### src/rtl/dcache_access_ctrl_pkg.sv
// Shared FSM encodings, cache direction codes and a width helper for the
// data-cache access controller.
package dcache_access_ctrl_pkg;

    localparam logic [1:0] S_IDLE  = 2'b00;
    localparam logic [1:0] S_MISS  = 2'b01;
    localparam logic [1:0] S_RETRY = 2'b10;

    localparam logic MEM_RW_READ  = 1'b0;
    localparam logic MEM_RW_WRITE = 1'b1;

    function automatic int clog2(input int value);
        int result;
        result = 0;
        while ((1 << result) < value) begin
            result = result + 1;
        end
        return result;
    endfunction

endpackage

### src/rtl/dcache_access_ctrl_sat_counter.sv
// Saturating up-counter used for the hit, miss and stall-cycle statistics.
module sat_counter #(
    parameter int WIDTH = 32
) (
    input  logic             clk,
    input  logic             reset,
    input  logic             inc,
    output logic [WIDTH-1:0] count
);

    always_ff @(posedge clk) begin
        if (reset) begin
            count <= '0;
        end else if (inc && (count != {WIDTH{1'b1}})) begin
            count <= count + 1'b1;
        end
    end

endmodule

### src/rtl/dcache_access_ctrl.sv
// MEM-stage front end for the data cache: issues pipeline loads/stores, holds
// a missed request stable until the fill completes, then re-issues it.
module dcache_access_ctrl
    import dcache_access_ctrl_pkg::*;
#(
    parameter int CNT_WIDTH = 32,
    parameter int TIMEOUT   = 1024
) (
    input  logic                 clk,
    input  logic                 reset,
    input  logic                 mem_read,
    input  logic                 mem_write,
    input  logic [31:0]          addr,
    input  logic [31:0]          din,
    output logic [31:0]          dout,
    output logic                 stall,
    output logic                 mem_error,
    output logic                 c_is_input_valid,
    output logic                 c_mem_rw,
    output logic [31:0]          c_addr,
    output logic [31:0]          c_din,
    input  logic                 c_is_ready,
    input  logic                 c_is_hit,
    input  logic [31:0]          c_dout,
    output logic [CNT_WIDTH-1:0] hit_count,
    output logic [CNT_WIDTH-1:0] miss_count,
    output logic [CNT_WIDTH-1:0] stall_cycles
);

    localparam int WAIT_W = clog2(TIMEOUT) + 1;
    localparam logic [WAIT_W-1:0] WAIT_MAX = WAIT_W'(TIMEOUT);
    localparam logic [WAIT_W-1:0] WAIT_LAST = WAIT_W'(TIMEOUT - 1);

    // Handshake: a request transfers to the cache in a cycle where
    // c_is_input_valid=1 and c_is_ready=1; c_is_hit is meaningful only then.
    logic [1:0]        state;
    logic [1:0]        state_next;
    logic [31:0]       lat_addr;
    logic [31:0]       lat_din;
    logic              lat_rw;
    logic [WAIT_W-1:0] wait_cnt;
    logic              req;
    logic              req_rw;
    logic              issue_hit;
    logic              issue_miss;
    logic              complete;

    assign req    = mem_read | mem_write;
    assign req_rw = mem_write ? MEM_RW_WRITE : MEM_RW_READ;

    always_comb begin
        state_next       = state;
        c_is_input_valid = 1'b0;
        c_mem_rw         = lat_rw;
        c_addr           = lat_addr;
        c_din            = lat_din;
        stall            = 1'b1;
        issue_hit        = 1'b0;
        issue_miss       = 1'b0;
        complete         = 1'b0;
        case (state)
            S_IDLE: begin
                c_mem_rw         = req_rw;
                c_addr           = addr;
                c_din            = din;
                c_is_input_valid = req & c_is_ready;
                issue_hit        = req & c_is_ready & c_is_hit;
                issue_miss       = req & c_is_ready & ~c_is_hit;
                complete         = issue_hit;
                stall            = req & ~issue_hit;
                if (issue_miss) begin
                    state_next = S_MISS;
                end
            end
            S_MISS: begin
                if (c_is_ready) begin
                    state_next = S_RETRY;
                end
            end
            S_RETRY: begin
                c_is_input_valid = 1'b1;
                if (c_is_hit) begin
                    complete   = 1'b1;
                    stall      = 1'b0;
                    state_next = S_IDLE;
                end else if (c_is_ready) begin
                    state_next = S_MISS;
                end
            end
            default: begin
                stall      = 1'b0;
                state_next = S_IDLE;
            end
        endcase
    end

    assign dout = complete ? c_dout : 32'h0;

    // wait_cnt spans the whole request, including re-misses, so a slow
    // re-fill still counts toward the timeout.
    always_ff @(posedge clk) begin
        if (reset) begin
            state     <= S_IDLE;
            lat_addr  <= 32'h0;
            lat_din   <= 32'h0;
            lat_rw    <= MEM_RW_READ;
            wait_cnt  <= '0;
            mem_error <= 1'b0;
        end else begin
            state <= state_next;
            if (issue_miss) begin
                lat_addr <= addr;
                lat_din  <= din;
                lat_rw   <= req_rw;
                wait_cnt <= '0;
            end else if (state == S_MISS) begin
                if (wait_cnt < WAIT_MAX) begin
                    wait_cnt <= wait_cnt + 1'b1;
                end
                if (wait_cnt >= WAIT_LAST) begin
                    mem_error <= 1'b1;
                end
            end
        end
    end

    sat_counter #(.WIDTH(CNT_WIDTH)) u_hit_cnt (
        .clk   (clk),
        .reset (reset),
        .inc   (issue_hit),
        .count (hit_count)
    );

    sat_counter #(.WIDTH(CNT_WIDTH)) u_miss_cnt (
        .clk   (clk),
        .reset (reset),
        .inc   (issue_miss),
        .count (miss_count)
    );

    sat_counter #(.WIDTH(CNT_WIDTH)) u_stall_cnt (
        .clk   (clk),
        .reset (reset),
        .inc   (stall),
        .count (stall_cycles)
    );

endmodule

### config.mk
export PLATFORM = sky130hd
export DESIGN_NAME = dcache_access_ctrl
export DESIGN_NICKNAME = d
export VERILOG_FILES = /design/src/rtl/dcache_access_ctrl_pkg.sv /design/src/rtl/dcache_access_ctrl_sat_counter.sv /design/src/rtl/dcache_access_ctrl.sv
export SDC_FILE = /design/constraint.sdc
export NUM_CORES = 1
export LEC_CHECK = 0
export ABC_AREA = 1
export CAP_MARGIN = 20
export CORE_MARGIN = 4
export CORE_UTILIZATION = 52
export CTS_CLUSTER_DIAMETER = 150
export DETAILED_ROUTE_END_ITERATION = 10
export PLACE_DENSITY_LB_ADDON = 0.25
export SYNTH_ARGS = -nofsm -noshare
export SYNTH_HDL_FRONTEND = slang
export SYNTH_HIERARCHICAL = 1
export SYNTH_SLANG_ARGS = --single-unit
### constraint.sdc
create_clock -name clk -period 5.2 [get_ports clk]
set_input_delay 1.56 -clock clk [delete_from_list [all_inputs] [get_ports clk]]
set_output_delay 1.56 -clock clk [all_outputs]
set_load 0.02 [all_outputs]
==> metrics <==
number of buffers and inverters on the critical path 4; Seq/Total Area, Yosys 34.1%; worst-path fanout max 32; post-synthesis instance total 1644; most common cell after layout, fill and taps aside nand2_1; CTS clock-pin slew for the worst setup and hold paths 0.07 ns; Yosys warnings 6; max incr delay on CP 0.62 ns; DIE HEIGHT 149 µm; cell taking the most area after synthesis dfxtp_1; final setup fails 0; Final HPWL DP 22600 µm; # IOs 298; CP Class in -> out; maximum vdd ir drop 0.207 mV; critical path arrival 3.48 ns; Worst-Margin Slew 0.945 ns; Worst Setup End Kind primary output; die area 0.0221 mm²; router iterations before antenna repair 5; hold buffer count at cts 0; final WL 31600 µm; worst skew pair latency 0.43 ns; post-synthesis cell area 0.0103 mm²; DRT iter0 DRCs 878; Final Skew 0.0133 ns; clock tree sinks 175; Synth top area share 34.1%; post-layout min period 5.04 ns; diode count 0; Startpoint Class input pin; vias per cell 5.20; Post-CTS Resized 0; min-delay worst type reg -> reg; Worst R2R Setup Slack 2.09 ns; clock buffer depth 2; die width 149 µm; max_cap viols 0; RR Endpoint u_stall_cnt/count[25]; hold path depth 2; Hold Path Sink mem_error; syn_area_per_cell 6.25 µm²; critical path's slowest cell clkdlybuf4s50_1; vias in the first global route 10300; layout cells sized above 1 8.39%; most frequent cells in the layout 481 x nand2_1, 377 x nor2_1, 297 x clkdlybuf4s50_1, 175 x dfxtp_1, 129 x inv_1; CTS tree done; fin crit share 97.0%; Fin Setup TNS 0 ns; drt wl/cell 14.4 µm; RSZ-0062 raised after global routing no; PortBufs 297; drc violations 0; largest net degree at the start of global routing 71; syn nets 1750; placer congestion estimate 0.950; Initial Util 52.8%; ranking of synthesized cells by area dfxtp_1 34%, nand2_1 18%, nor2_1 14%; final hold vios 0; GRT Total Usage 27.7%; final net count 2014; Num CTS Buffers 17; Crit path max-delay family buffers and inverters; CP Cell Sequence clkdlybuf4s50_1, nor2_1, nor2_2, inv_2, a21oi_2, nand2_1, buf_12, nor2_1, clkdlybuf4s50_1; post-CTS setup buffer count 0; Std-Cell Core Area 0.0195 mm²; Distinct cells, synth 35; first-pass GRT wire length 50600 µm; status finished clean; number of cells on the worst reg-to-reg path 14; clock root buffer clkbuf_16; Slew HR 36.9%; Std-Cell Rows 51; f_max 0.198 GHz; Max Transition Viols Final 0; leakage power 5.90 nW; initial antenna violation count 0; via count 11400; Reg-to-Reg Start state[0]; Power, Total 3.42 mW; Power per Cell Area 247 mW/mm²; #FFs+latches synth 175; Hold Path Origin mem_error; area grow syn2layout 34.7%; Overflow after GRT 0; htree depth 4; Routed Antenna Nets 0; Worst EP required 3.64 ns
-- per-stage QoR --
| stage | setup WS (ns) | hold WS [ns] | instances | cell area (µm²) | util (%) |
|---|---|---|---|---|---|
| 2_1_floorplan | 0.921 | 0.424 | 1644 | 10300 | - |
| 3_3_place_gp | 0.232 | 0.438 | 2153 | 13200 | 68.1 |
| 3_5_place_dp | 0.159 | 0.451 | 2153 | 13200 | 68.1 |
| 4_1_cts | 0.152 | 0.458 | 2184 | 13800 | 71.0 |
| 5_1_grt | 0.0456 | 0.476 | 2185 | 13800 | 71.1 |
| 6_report | 0.157 | 0.454 | 2185 | 13800 | 71.1 |
-- how the worst max path moves through the flow --
stage | start | endpoint | slack (ns) | cells past startpoint
detailed placement | mem_write | dout[21] | 0.16 | 9
CTS | mem_write | dout[21] | 0.15 | 9
global placement | mem_write | dout[4] | 0.23 | 9
floorplan | c_is_ready | dout[10] | 0.92 | 7
global route | c_is_ready | dout[25] | 0.05 | 9
finish | mem_write | dout[21] | 0.16 | 9
-- synth_stat cells --
library cell,number
o21ai_0,69
buf_2,20
o211ai_1,1
inv_2,17
nand3_2,21
nor2_2,20
dfxtp_1,175
ha_1,4
xor2_1,1
buf_6,21
nand2_4,10
a31oi_1,16
nor2_1,378
nand3_4,1
inv_1,130
nand3b_1,3
nor3_2,5
a21oi_2,4
a21oi_1,64
clkbuf_1,17
nor3_1,12
o22ai_1,1
nor2_8,4
buf_1,3
nand3_1,79
or2_0,2
xnor2_1,1
nand4_2,6
nor2_4,12
buf_4,1
and2_1,3
nand4_1,39
clkinv_1,3
nand2_1,481
nand2_2,20
-- registers in the layout (all words and copies together) (netlist names) --
name	flops
u_hit_cnt/count	32
lat_addr	32
wait_cnt	11
state	2
u_miss_cnt/count	32
lat_rw	1
u_stall_cnt/count	32
mem_error	1
lat_din	32
-- final cells by class --
class,count,area (µm²)
flip-flops and latches,175,3500
clock buffers,21,460
clock inverters,10,105
multi-input cells,1257,5800
well taps,265,332
fillers,1660,5620
repair buffers,307,3080
inverters,150,563
-- tightest hold or removal path: cells and delay by family (launching register included) --
family,cells,cell delay [ns]
flops,1,0.31
compound gates,1,0.05
buf+inv,1,0.05
-- per-layer routing --
layer	vias to the layer above	routed length, µm	global-route usage [%]
li1	5707	-	-
met5	-	0	0
met4	0	539	7.39
met3	36	2270	6.43
met2	402	15000	46.2
met1	5216	13800	36.3
-- cells by family after synthesis --
group | after synthesis | synth area share (%)
buffers and inverters | 212 | 9.56
adders and majority gates | 4 | 0.487
AOI/OAI and AO/OA | 155 | 7.93
and+or+nand+nor | 1096 | 47.8
xor gates and xnor gates | 2 | 0.170
DFF | 175 | 34.1
-- power breakdown --
part	internal [mW]	switching (mW)
clock network	0.689	0.554
logic	0.321	0.435
registers	1.39	0.0298
(Power assumes the default switching activity.)
